--- config.mk ---
export PLATFORM = sky130hd
export DESIGN_NAME = apb_bus_arbiter_flat
export DESIGN_NICKNAME = d
export VERILOG_FILES = /design/src/rtl/apb_arb_pkg.sv /design/src/rtl/apb_bus_arbiter_if.sv /design/src/rtl/rr_arb2.sv /design/src/rtl/apb_bus_arbiter.sv /design/src/flat_wrapper.sv
export SDC_FILE = /design/constraint.sdc
export NUM_CORES = 1
export LEC_CHECK = 0
export ABC_AREA = 1
export ABC_CLOCK_PERIOD_IN_PS = 1700
export CAP_MARGIN = 5
export CORE_ASPECT_RATIO = 1.75
export CORE_MARGIN = 2
export CORE_UTILIZATION = 43
export CTS_BUF_LIST = sky130_fd_sc_hd__clkbuf_8
export DETAILED_ROUTE_END_ITERATION = 8
export HOLD_SLACK_MARGIN = 0.1
export PLACE_DENSITY = 0.89
export SLEW_MARGIN = 20
export SYNTH_ARGS = -nofsm -noshare
export SYNTH_HDL_FRONTEND = slang
export SYNTH_SLANG_ARGS = --single-unit
export TNS_END_PERCENT = 20
--- constraint.sdc ---
create_clock -name PCLK -period 1.7 [get_ports PCLK]
set_input_delay 0.34 -clock PCLK [delete_from_list [all_inputs] [get_ports PCLK]]
set_output_delay 0.34 -clock PCLK [all_outputs]
set_load 0.05 [all_outputs]
--- src/rtl/apb_arb_pkg.sv ---
// Shared types and constants for the two-requester APB bus arbiter.
// Holds the FSM encoding, the requester id type and the timeout read data.
package apb_arb_pkg;

    typedef enum logic [1:0] {
        IDLE  = 2'd0,
        START = 2'd1,
        WAIT  = 2'd2,
        RESP  = 2'd3
    } arb_state_e;

    typedef logic req_id_t;

    localparam req_id_t     REQ_CPU           = 1'b0;
    localparam req_id_t     REQ_DMA           = 1'b1;
    localparam logic [31:0] ERR_RDATA_DEFAULT = 32'hDEAD_BEEF;

    // Writes hand zero back to the requester; reads pass the bus data through.
    function automatic logic [31:0] capture_rdata(input logic is_write, input logic [31:0] bus_rdata);
        logic [31:0] data_s;
        if (is_write) begin
            data_s = 32'h0000_0000;
        end else begin
            data_s = bus_rdata;
        end
        return data_s;
    endfunction

endpackage

--- src/rtl/apb_bus_arbiter_if.sv ---
// Bundle of the two requester ports and the APB master-side ports.
// The arbiter uses the master modport; the surrounding system uses slave.
interface apb_bus_arbiter_if;

    logic        r0_transfer;
    logic        r0_write;
    logic [31:0] r0_addr;
    logic [31:0] r0_wdata;
    logic [31:0] r0_rdata;
    logic        r0_ready;
    logic        r0_err;

    logic        r1_transfer;
    logic        r1_write;
    logic [31:0] r1_addr;
    logic [31:0] r1_wdata;
    logic [31:0] r1_rdata;
    logic        r1_ready;
    logic        r1_err;

    logic        m_transfer;
    logic        m_write;
    logic [31:0] m_addr;
    logic [31:0] m_wdata;
    logic [31:0] m_rdata;
    logic        m_ready;

    modport master (
        input  r0_transfer, r0_write, r0_addr, r0_wdata,
        output r0_rdata, r0_ready, r0_err,
        input  r1_transfer, r1_write, r1_addr, r1_wdata,
        output r1_rdata, r1_ready, r1_err,
        output m_transfer, m_write, m_addr, m_wdata,
        input  m_rdata, m_ready
    );

    modport slave (
        output r0_transfer, r0_write, r0_addr, r0_wdata,
        input  r0_rdata, r0_ready, r0_err,
        output r1_transfer, r1_write, r1_addr, r1_wdata,
        input  r1_rdata, r1_ready, r1_err,
        input  m_transfer, m_write, m_addr, m_wdata,
        output m_rdata, m_ready
    );

endinterface

--- src/rtl/rr_arb2.sv ---
// Stateless two-way round-robin pick; the caller owns the last-grant flop.
module rr_arb2
    import apb_arb_pkg::*;
(
    input  logic [1:0] req,
    input  req_id_t    last_grant,
    output logic       grant_valid,
    output req_id_t    grant_id
);

    // A tie goes to whichever requester was not served last.
    always_comb begin
        grant_valid = 1'b0;
        grant_id    = REQ_CPU;
        case (req)
            2'b01: begin
                grant_valid = 1'b1;
                grant_id    = REQ_CPU;
            end
            2'b10: begin
                grant_valid = 1'b1;
                grant_id    = REQ_DMA;
            end
            2'b11: begin
                grant_valid = 1'b1;
                grant_id    = ~last_grant;
            end
            default: begin
                grant_valid = 1'b0;
                grant_id    = REQ_CPU;
            end
        endcase
    end

endmodule

--- src/rtl/apb_bus_arbiter.sv ---
// Shares one APB master between a CPU (id 0) and a DMA (id 1) requester,
// one transaction at a time, with a WAIT-state timeout that returns ERR_RDATA.
module apb_bus_arbiter
    import apb_arb_pkg::*;
#(
    parameter int          TIMEOUT_CYCLES = 256,
    parameter logic [31:0] ERR_RDATA      = ERR_RDATA_DEFAULT
) (
    input  logic              PCLK,
    input  logic              PRESET,
    apb_bus_arbiter_if.master bus
);

    localparam int               CNT_W   = $clog2(TIMEOUT_CYCLES);
    localparam logic [CNT_W-1:0] CNT_MAX = CNT_W'(TIMEOUT_CYCLES - 1);

    arb_state_e       state_r;
    req_id_t          last_grant_r;
    req_id_t          grant_id_r;
    logic             m_transfer_r;
    logic [CNT_W-1:0] cnt_r;
    logic             hold_write_r;
    logic [31:0]      hold_addr_r;
    logic [31:0]      hold_wdata_r;
    logic             r0_ready_r;
    logic [31:0]      r0_rdata_r;
    logic             r0_err_r;
    logic             r1_ready_r;
    logic [31:0]      r1_rdata_r;
    logic             r1_err_r;

    logic [1:0]       req_s;
    logic             grant_valid_s;
    req_id_t          grant_id_s;
    logic             bus_done_s;
    logic             timeout_s;
    logic [31:0]      resp_rdata_s;
    logic             resp_err_s;

    assign req_s = {bus.r1_transfer, bus.r0_transfer};

    rr_arb2 u_rr_arb2 (
        .req         (req_s),
        .last_grant  (last_grant_r),
        .grant_valid (grant_valid_s),
        .grant_id    (grant_id_s)
    );

    // WAIT exit conditions; m_ready wins over a timeout landing in the same cycle.
    always_comb begin
        bus_done_s = 1'b0;
        timeout_s  = 1'b0;
        if (state_r == WAIT) begin
            if (bus.m_ready) begin
                bus_done_s = 1'b1;
            end else if (cnt_r == CNT_MAX) begin
                timeout_s = 1'b1;
            end else begin
                timeout_s = 1'b0;
            end
        end else begin
            bus_done_s = 1'b0;
            timeout_s  = 1'b0;
        end
    end

    // Data and error flag handed back to the granted requester.
    always_comb begin
        resp_rdata_s = 32'h0000_0000;
        resp_err_s   = 1'b0;
        if (timeout_s) begin
            resp_rdata_s = ERR_RDATA;
            resp_err_s   = 1'b1;
        end else begin
            resp_rdata_s = capture_rdata(hold_write_r, bus.m_rdata);
            resp_err_s   = 1'b0;
        end
    end

    // Sequencer: request sampling, bus start pulse and WAIT cycle counting.
    always_ff @(posedge PCLK or negedge PRESET) begin
        if (!PRESET) begin
            state_r      <= IDLE;
            last_grant_r <= REQ_DMA;
            grant_id_r   <= REQ_CPU;
            m_transfer_r <= 1'b0;
            cnt_r        <= {CNT_W{1'b0}};
        end else begin
            case (state_r)
                IDLE: begin
                    if (grant_valid_s) begin
                        state_r      <= START;
                        last_grant_r <= grant_id_s;
                        grant_id_r   <= grant_id_s;
                        m_transfer_r <= 1'b1;
                    end
                end
                START: begin
                    state_r      <= WAIT;
                    m_transfer_r <= 1'b0;
                    cnt_r        <= {CNT_W{1'b0}};
                end
                WAIT: begin
                    if (bus_done_s || timeout_s) begin
                        state_r <= RESP;
                    end else if (cnt_r != CNT_MAX) begin
                        cnt_r <= cnt_r + CNT_W'(1);
                    end
                end
                RESP: begin
                    state_r <= IDLE;
                end
                default: begin
                    state_r      <= IDLE;
                    m_transfer_r <= 1'b0;
                end
            endcase
        end
    end

    // Holding registers: the granted request is frozen here for the whole transaction.
    always_ff @(posedge PCLK or negedge PRESET) begin
        if (!PRESET) begin
            hold_write_r <= 1'b0;
            hold_addr_r  <= 32'h0000_0000;
            hold_wdata_r <= 32'h0000_0000;
        end else if ((state_r == IDLE) && grant_valid_s) begin
            hold_write_r <= (grant_id_s == REQ_DMA) ? bus.r1_write : bus.r0_write;
            hold_addr_r  <= (grant_id_s == REQ_DMA) ? bus.r1_addr  : bus.r0_addr;
            hold_wdata_r <= (grant_id_s == REQ_DMA) ? bus.r1_wdata : bus.r0_wdata;
        end
    end

    // Response registers: only the granted side sees a one-cycle ready in RESP.
    always_ff @(posedge PCLK or negedge PRESET) begin
        if (!PRESET) begin
            r0_ready_r <= 1'b0;
            r0_rdata_r <= 32'h0000_0000;
            r0_err_r   <= 1'b0;
            r1_ready_r <= 1'b0;
            r1_rdata_r <= 32'h0000_0000;
            r1_err_r   <= 1'b0;
        end else begin
            case (state_r)
                WAIT: begin
                    if (bus_done_s || timeout_s) begin
                        if (grant_id_r == REQ_DMA) begin
                            r1_ready_r <= 1'b1;
                            r1_rdata_r <= resp_rdata_s;
                            r1_err_r   <= resp_err_s;
                        end else begin
                            r0_ready_r <= 1'b1;
                            r0_rdata_r <= resp_rdata_s;
                            r0_err_r   <= resp_err_s;
                        end
                    end
                end
                default: begin
                    r0_ready_r <= 1'b0;
                    r0_rdata_r <= 32'h0000_0000;
                    r0_err_r   <= 1'b0;
                    r1_ready_r <= 1'b0;
                    r1_rdata_r <= 32'h0000_0000;
                    r1_err_r   <= 1'b0;
                end
            endcase
        end
    end

    assign bus.m_transfer = m_transfer_r;
    assign bus.m_write    = hold_write_r;
    assign bus.m_addr     = hold_addr_r;
    assign bus.m_wdata    = hold_wdata_r;
    assign bus.r0_ready   = r0_ready_r;
    assign bus.r0_rdata   = r0_rdata_r;
    assign bus.r0_err     = r0_err_r;
    assign bus.r1_ready   = r1_ready_r;
    assign bus.r1_rdata   = r1_rdata_r;
    assign bus.r1_err     = r1_err_r;

endmodule

--- src/flat_wrapper.sv ---
// flat-port wrapper written by rule: the top's interface ports become plain ports
module apb_bus_arbiter_flat import apb_arb_pkg::*;
#(
    parameter int          TIMEOUT_CYCLES = 256,
    parameter logic [31:0] ERR_RDATA      = ERR_RDATA_DEFAULT
)
  (PCLK, PRESET, bus_r0_transfer, bus_r0_write, bus_r0_addr, bus_r0_wdata, bus_r0_rdata, bus_r0_ready, bus_r0_err, bus_r1_transfer, bus_r1_write, bus_r1_addr, bus_r1_wdata, bus_r1_rdata, bus_r1_ready, bus_r1_err, bus_m_transfer, bus_m_write, bus_m_addr, bus_m_wdata, bus_m_rdata, bus_m_ready);
  apb_bus_arbiter_if bus_i ();
  input  logic PCLK;
  input  logic PRESET;
  input wire logic [$bits(bus_i.r0_transfer)-1:0] bus_r0_transfer;
  input wire logic [$bits(bus_i.r0_write)-1:0] bus_r0_write;
  input wire logic [$bits(bus_i.r0_addr)-1:0] bus_r0_addr;
  input wire logic [$bits(bus_i.r0_wdata)-1:0] bus_r0_wdata;
  output wire logic [$bits(bus_i.r0_rdata)-1:0] bus_r0_rdata;
  output wire logic [$bits(bus_i.r0_ready)-1:0] bus_r0_ready;
  output wire logic [$bits(bus_i.r0_err)-1:0] bus_r0_err;
  input wire logic [$bits(bus_i.r1_transfer)-1:0] bus_r1_transfer;
  input wire logic [$bits(bus_i.r1_write)-1:0] bus_r1_write;
  input wire logic [$bits(bus_i.r1_addr)-1:0] bus_r1_addr;
  input wire logic [$bits(bus_i.r1_wdata)-1:0] bus_r1_wdata;
  output wire logic [$bits(bus_i.r1_rdata)-1:0] bus_r1_rdata;
  output wire logic [$bits(bus_i.r1_ready)-1:0] bus_r1_ready;
  output wire logic [$bits(bus_i.r1_err)-1:0] bus_r1_err;
  output wire logic [$bits(bus_i.m_transfer)-1:0] bus_m_transfer;
  output wire logic [$bits(bus_i.m_write)-1:0] bus_m_write;
  output wire logic [$bits(bus_i.m_addr)-1:0] bus_m_addr;
  output wire logic [$bits(bus_i.m_wdata)-1:0] bus_m_wdata;
  input wire logic [$bits(bus_i.m_rdata)-1:0] bus_m_rdata;
  input wire logic [$bits(bus_i.m_ready)-1:0] bus_m_ready;
  assign bus_i.r0_transfer = bus_r0_transfer;
  assign bus_i.r0_write = bus_r0_write;
  assign bus_i.r0_addr = bus_r0_addr;
  assign bus_i.r0_wdata = bus_r0_wdata;
  assign bus_r0_rdata = bus_i.r0_rdata;
  assign bus_r0_ready = bus_i.r0_ready;
  assign bus_r0_err = bus_i.r0_err;
  assign bus_i.r1_transfer = bus_r1_transfer;
  assign bus_i.r1_write = bus_r1_write;
  assign bus_i.r1_addr = bus_r1_addr;
  assign bus_i.r1_wdata = bus_r1_wdata;
  assign bus_r1_rdata = bus_i.r1_rdata;
  assign bus_r1_ready = bus_i.r1_ready;
  assign bus_r1_err = bus_i.r1_err;
  assign bus_m_transfer = bus_i.m_transfer;
  assign bus_m_write = bus_i.m_write;
  assign bus_m_addr = bus_i.m_addr;
  assign bus_m_wdata = bus_i.m_wdata;
  assign bus_i.m_rdata = bus_m_rdata;
  assign bus_i.m_ready = bus_m_ready;
  apb_bus_arbiter #(.TIMEOUT_CYCLES(TIMEOUT_CYCLES), .ERR_RDATA(ERR_RDATA)) u_core (.PCLK(PCLK), .PRESET(PRESET), .bus(bus_i));
endmodule
Word level (Yosys, flattened, before mapping)
Cells that the tools add are included.

operators by class
  add/subtract/negate cells = 1
  eq/ne operators = 14
  mux-type cells = 39
  bitwise gates (word level) = 1
  reductions and logical operators = 12

operator list
  cell                   number
  $mux W32               10
  $mux W1                21
  $mux W8                2
  $pmux W8 S2            1
  $reduce_and A2 Y1      5
  $add A8 B1 Y8 const B  1
  $eq A2 B2 Y1 const B   4
  $eq A8 B8 Y1 const B   1
  $ne A2 B2 Y1 const B   4
  $ne A8 B8 Y1 const B   1
  $pmux W2 S4            1
  $eq A2 B1 Y1 const B   2
  $mux W2                2
  $ne A2 B1 Y1 const B   2
  $pmux W1 S2            2
  $reduce_bool A2 Y1     2
  $reduce_and A3 Y1      1
  $reduce_or A3 Y1       1
  $logic_not A2 Y1       1
  $logic_and A1 B1 Y1    1
  $logic_or A1 B1 Y1     1
  $not A1 Y1             1

storage, ports and cells
  register bits = 146

Longest topological paths before layout
  depth after elaboration = 8
  mapped depth = 10
  depth with buffers taken out = 9

Cells and area by module
Synthesis repeated with hierarchy kept, for this count alone.

second synthesis, totals
  cell total of the unflattened synthesis = 841
  area, all modules = 6710.2 µm²

by module, submodules not included
  module           times used  cells an instance  area each (µm²)
  apb_bus_arbiter  1           838                6695.2
  rr_arb2          1           3                  15.0

Worst setup path after synthesis
No wires, ideal clock.

  kind = flip-flop to flip-flop
  from = reg u_core.state_r[0]
  to = reg u_core.cnt_r[5]
  library setup time = 127 ps
  arrival = 1404 ps
  required time = 1573 ps
  setup slack = 169 ps
  stages on the path, launching flop included = 9
  path buffers = 2
  period minus slack after synthesis = 1531 ps
  path through = dfrtp_1 inv_1 ha_1 buf_2 a21boi_1 nand2_2 buf_2 nand2_1 o21ai_0

between the ends
  word-level cells in the longest chain between the ends = 5
  elaborated cells on any way between the ends = 10
  those cells by class = 4 x eq/ne; 3 x mux; 3 x reduce/logical

ends and longest elaborated chain
  item                         RTL line                                      text
  start, declared              apb_bus_arbiter.sv:17                         arb_state_e state_r;
  start signal, assigned       apb_bus_arbiter.sv:83                         state_r <= IDLE;
  start signal, assigned       apb_bus_arbiter.sv:92                         state_r <= START;
  start signal, assigned       apb_bus_arbiter.sv:99                         state_r <= WAIT;
  $eq A2 B2 Y1                 apb_bus_arbiter.sv:53, apb_bus_arbiter.sv:89
  $mux W1                      apb_bus_arbiter.sv:53                         if (state_r == WAIT) begin
  $logic_or A1 B1 Y1           apb_bus_arbiter.sv:104                        if (bus_done_s || timeout_s) begin
  $ne A2 B2 Y1 (no line)       -
  $reduce_and A3 Y1 (no line)  -
  end signal, assigned         apb_bus_arbiter.sv:87                         cnt_r <= {CNT_W{1'b0}};
  end signal, assigned         apb_bus_arbiter.sv:101                        cnt_r <= {CNT_W{1'b0}};
  end signal, assigned         apb_bus_arbiter.sv:107                        cnt_r <= cnt_r + CNT_W'(1);
  end, declared                apb_bus_arbiter.sv:21                         logic [CNT_W-1:0] cnt_r;

Several ways; a longest one is shown, not always the timed one.
A chain may end at the register's enable or synchronous reset.

Worst setup path after layout
  from = reg u_core.state_r[0]
  to = reg u_core.r0_rdata_r[13], in the netlist u_core.bus.r0_rdata[13]

between the ends
  word-level cells in the longest chain between the ends = 6
  elaborated cells on any way between the ends = 11
  those cells by class = 3 x eq/ne; 6 x mux; 2 x reduce/logical

ends and longest elaborated chain
  item                  RTL line                                       text
  $eq A2 B2 Y1 *        apb_bus_arbiter.sv:53, apb_bus_arbiter.sv:144
  $mux W1               apb_bus_arbiter.sv:53
  $mux W32              apb_bus_arbiter.sv:71                          if (timeout_s) begin
  $mux W32              apb_bus_arbiter.sv:147                         if (grant_id_r == REQ_DMA) begin
  $mux W32              apb_bus_arbiter.sv:146                         if (bus_done_s || timeout_s) begin
  $mux W32              apb_bus_arbiter.sv:144                         case (state_r)
  end signal, assigned  apb_bus_arbiter.sv:153                         r0_rdata_r <= resp_rdata_s;
  end, declared         apb_bus_arbiter.sv:26                          logic [31:0] r0_rdata_r;

Mark *: on every way between the ends. The rest lies on a longest branch, timed or not. The select of a mux whose other input is x is not followed.

==> run_results.csv <==
group,metric,value,unit
sta,fin_skew,14.4,ps
final_layout,antennaDiodeCount,0,
final_layout,multiInputGateArea,2780,µm²
sta,slew_headroom,0.723,
placement,portBuffers,300,
sta,setup_ws,-17.1,ps
floorplan,core_area,15300,µm²
grt,grt_pass1_vias,7027,
yosys,synth_mux_area_frac,0,
cts,cts_buffer_depth,2,
pwr,p_leak,5.33,nW
detailed_routing,via_per_inst,5.01,
yosys,synthDominantCellAreaShare,0.540,
yosys,yosysWarnings,0,
grt,grt_pass1_wl,33100,µm
flow_run,cap_violations,0,
final_layout,fillers,1183,
final_layout,area_growth_syn_to_layout,55.2,%
floorplan,ios,301,
detailed_routing,remaining_drc_errors,0,
floorplan,initial_core_util,0.438,
detailed_routing,drt-pass1-iter-count,4,
cts,ctsRootBufferMaster,"clkbuf_8",
final_layout,regArea,3650,µm²
grt,grtUsageTotal,0.246,
worst_setup_path,critPathRequiredTime,2090,ps
floorplan,die-area,16700,µm²
cts,insertion_delay,450,ps
worst_setup_path,critPathMaxFanout,8,
floorplan,rows,60,
sta,grt_setup_unrepaired,"yes",
outcome,violations,"negative setup slack",
cts,clkSinkCount,146,
sta,tightest_slew,415,ps
worst_setup_path,endpoint_kind,"flip-flop",
yosys,synth_compound_area_frac,0.0753,
sta,setup_violations,2,
yosys,synth_seq_cells,146,
yosys,syn-num-nets,1016,
yosys,yosysTopAreaCell,"dfrtp_1",
yosys,synth.distinct_cells,26,
yosys,synth-simple-area-share,0.306,
yosys,avgSynthCellArea,7.95,µm²
worst_setup_path,criticalPathCategory,"flip-flop to flip-flop",
final_layout,nets,1334,
detailed_routing,num_vias,6824,
sta,slew_violations,0,
grt,gr-total-overflow,0,
pwr,power.density,1980,nW/µm²
grt,grt_max_degree,43,
final_layout,mostFrequentLayoutCell,"nand2_1",
yosys,synth_cells,845,
sta,max_clock_freq,582,MHz
detailed_routing,drtIter0Drc,282,
final_layout,layout_common_cells,"nand2_1 (413), clkdlybuf4s50_1 (165), buf_4 (156)",
floorplan,die-height,169,µm
yosys,synth_top_family_by_area,"simple AND/OR/NAND/NOR gates",
yosys,yosysSeqAreaShare,0.544,
cts,htreeDepth,4,
final_layout,drive_above_1_share,0.210,
yosys,synthXorXnorAreaFrac,0.00130,
placement,place.gp.congestion,0.847,
yosys,synthAdderAreaFrac,0.00745,
sta,fin_hold_ws,360,ps
sta,fin_crit_sh,1.01,
sta,period_needed,1720,ps
cts,clk_pin_slew_worst_paths,90,ps
worst_setup_path,arrival,2100,ps
outcome,status,"finished with violations",
min_path,hp-class,"input port to asynchronous set/reset pin",
cts,cts_buffers,17,
sta,hold_viol_final,0,
detailed_routing,ant_nets,0,
yosys,syn_area,6710,µm²
detailed_routing,wl_per_cell,15.6,µm
placement,hpwl,15000,µm
cts,cts_tree,"built",
grt,antenna_found_initial,0,
detailed_routing,drt-total-wl,21200,µm
final_layout,final_util,0.681,
yosys,yosys-top-cells-area,"dfrtp_1 (54%), nand2_1 (24%), a31oi_1 (6.0%), nor2_1 (4.6%), inv_1 (2.2%)",
worst_setup_path,crit_path_start_kind,"flip-flop",
floorplan,fp.dieW,98.5,µm
pwr,ir_drop,1.19,mV
==> area by class of cell <==
| cell class | count | area share |
|---|---|---|
| clock buffer | 18 | 0.0238 |
| clock inverter | 14 | 0.0115 |
| inverter | 41 | 0.0150 |
| multi-input combinational | 614 | 0.267 |
| sequential | 146 | 0.351 |
| tap | 186 | 0.0223 |
| timing repair buffer | 343 | 0.310 |
==> worst max-delay path: stages (launching register included) <==
cell and delay (ps):
dfrtp_1 410, inv_2 100, ha_4 180, nand3_4 100, inv_4 110, nand2_8 80
a21oi_4 310, clkbuf_16 240, nand2_1 70, nand2_1 60
==> metal layers <==
| layer | part of all wire | track usage |
|---|---|---|
| met5 | 0 | 0 |
| met4 | 0.042 | 0.0989 |
| met2 | 0.54 | 0.460 |
| met3 | 0.070 | 0.0622 |
| met1 | 0.34 | 0.260 |
==> where the power goes <==
part	internal, mW	leakage [nW]	switching, mW	total (mW)
clock	1.09	0.180	1.46	2.56
combinational	3.98	3.32	8.44	12.4
sequential	4.85	1.82	0.852	5.71
==> state kept, by name (all words and copies together), names as in the netlist <==
register               flops
u_core.bus.m_write         1
u_core.bus.r1_rdata       32
u_core.bus.r0_rdata       32
u_core.grant_id_r          1
u_core.bus.m_addr         32
u_core.bus.m_wdata        32
u_core.bus.r1_ready        1
u_core.bus.r0_ready        1
u_core.last_grant_r        1
u_core.bus.r0_err          1
u_core.bus.m_transfer      1
u_core.bus.r1_err          1
u_core.cnt_r               8
u_core.state_r             2
==> final timing paths <==
path,from,endpoint,slack [ps],cells past startpoint
worst max-delay path,u_core.state_r[0],u_core.bus.r0_rdata[13],-20,9
worst min-delay path,PRESET,u_core.bus.r1_rdata[26],360,2
max in group asynchronous,PRESET,u_core.last_grant_r,710,3
worst max register to register,u_core.state_r[0],u_core.bus.r0_rdata[13],-20,9
min in group PCLK,bus_r1_addr[2],u_core.bus.m_addr[2],440,3
worst min register to register,u_core.bus.r1_err,u_core.bus.r1_err,480,2
==> Yosys cell counts <==
| cell type | number |
|---|---|
| nand2_1 | 423 |
| dfrtp_1 | 145 |
| nor2_1 | 82 |
| a31oi_1 | 64 |
| inv_1 | 40 |
| buf_2 | 18 |
| clkbuf_1 | 13 |
| buf_6 | 12 |
| nand3_1 | 11 |
| o21ai_0 | 7 |
| buf_1 | 4 |
| ha_1 | 4 |
| nand2_4 | 4 |
| o21ai_1 | 3 |
| a21oi_4 | 2 |
| nand2_2 | 2 |
| nand3_2 | 2 |
| a21boi_1 | 1 |
| a21oi_2 | 1 |
| dfstp_2 | 1 |
| inv_2 | 1 |
| nand4_1 | 1 |
| nor2_2 | 1 |
| nor2_4 | 1 |
| o22ai_1 | 1 |
| xor2_1 | 1 |
==> cell families after synthesis <==
logic type,after synthesis
DFF,146
xor gates and xnor gates,1
AOI/OAI and AO/OA,79
and+or+nand+nor,527
buffers and inverters,88
adders and majority gates,4
==> repair_timing <==
| item | 4_1_cts | 5_1_grt |
|---|---|---|
| hold endpoints to repair | 35 | 0 |
| endpoints found under the setup margin | 69 | 104 |
| resized for setup | 6 | 27 |
| hold buffers | 1 | 0 |
| pin swaps | 2 | 9 |
| gates cloned | 2 | 4 |
| setup buffers | 0 | 5 |
==> metrics by stage <==
step	TNS [ps]	setup WS, ps	power, mW	cell area, µm²	cells
after floorplan	0	169	13.6	6710	845
after global placement	-1860	-54.1	17.4	9780	1318
after detailed placement	-5270	-97.4	17.6	9780	1318
after CTS	-20.0	-20.0	20.4	10200	1353
after global routing	-2660	-130	21.8	10400	1362
final	-31.6	-17.1	20.7	10400	1362
Note: power is estimated with default switching activity, not from simulation.
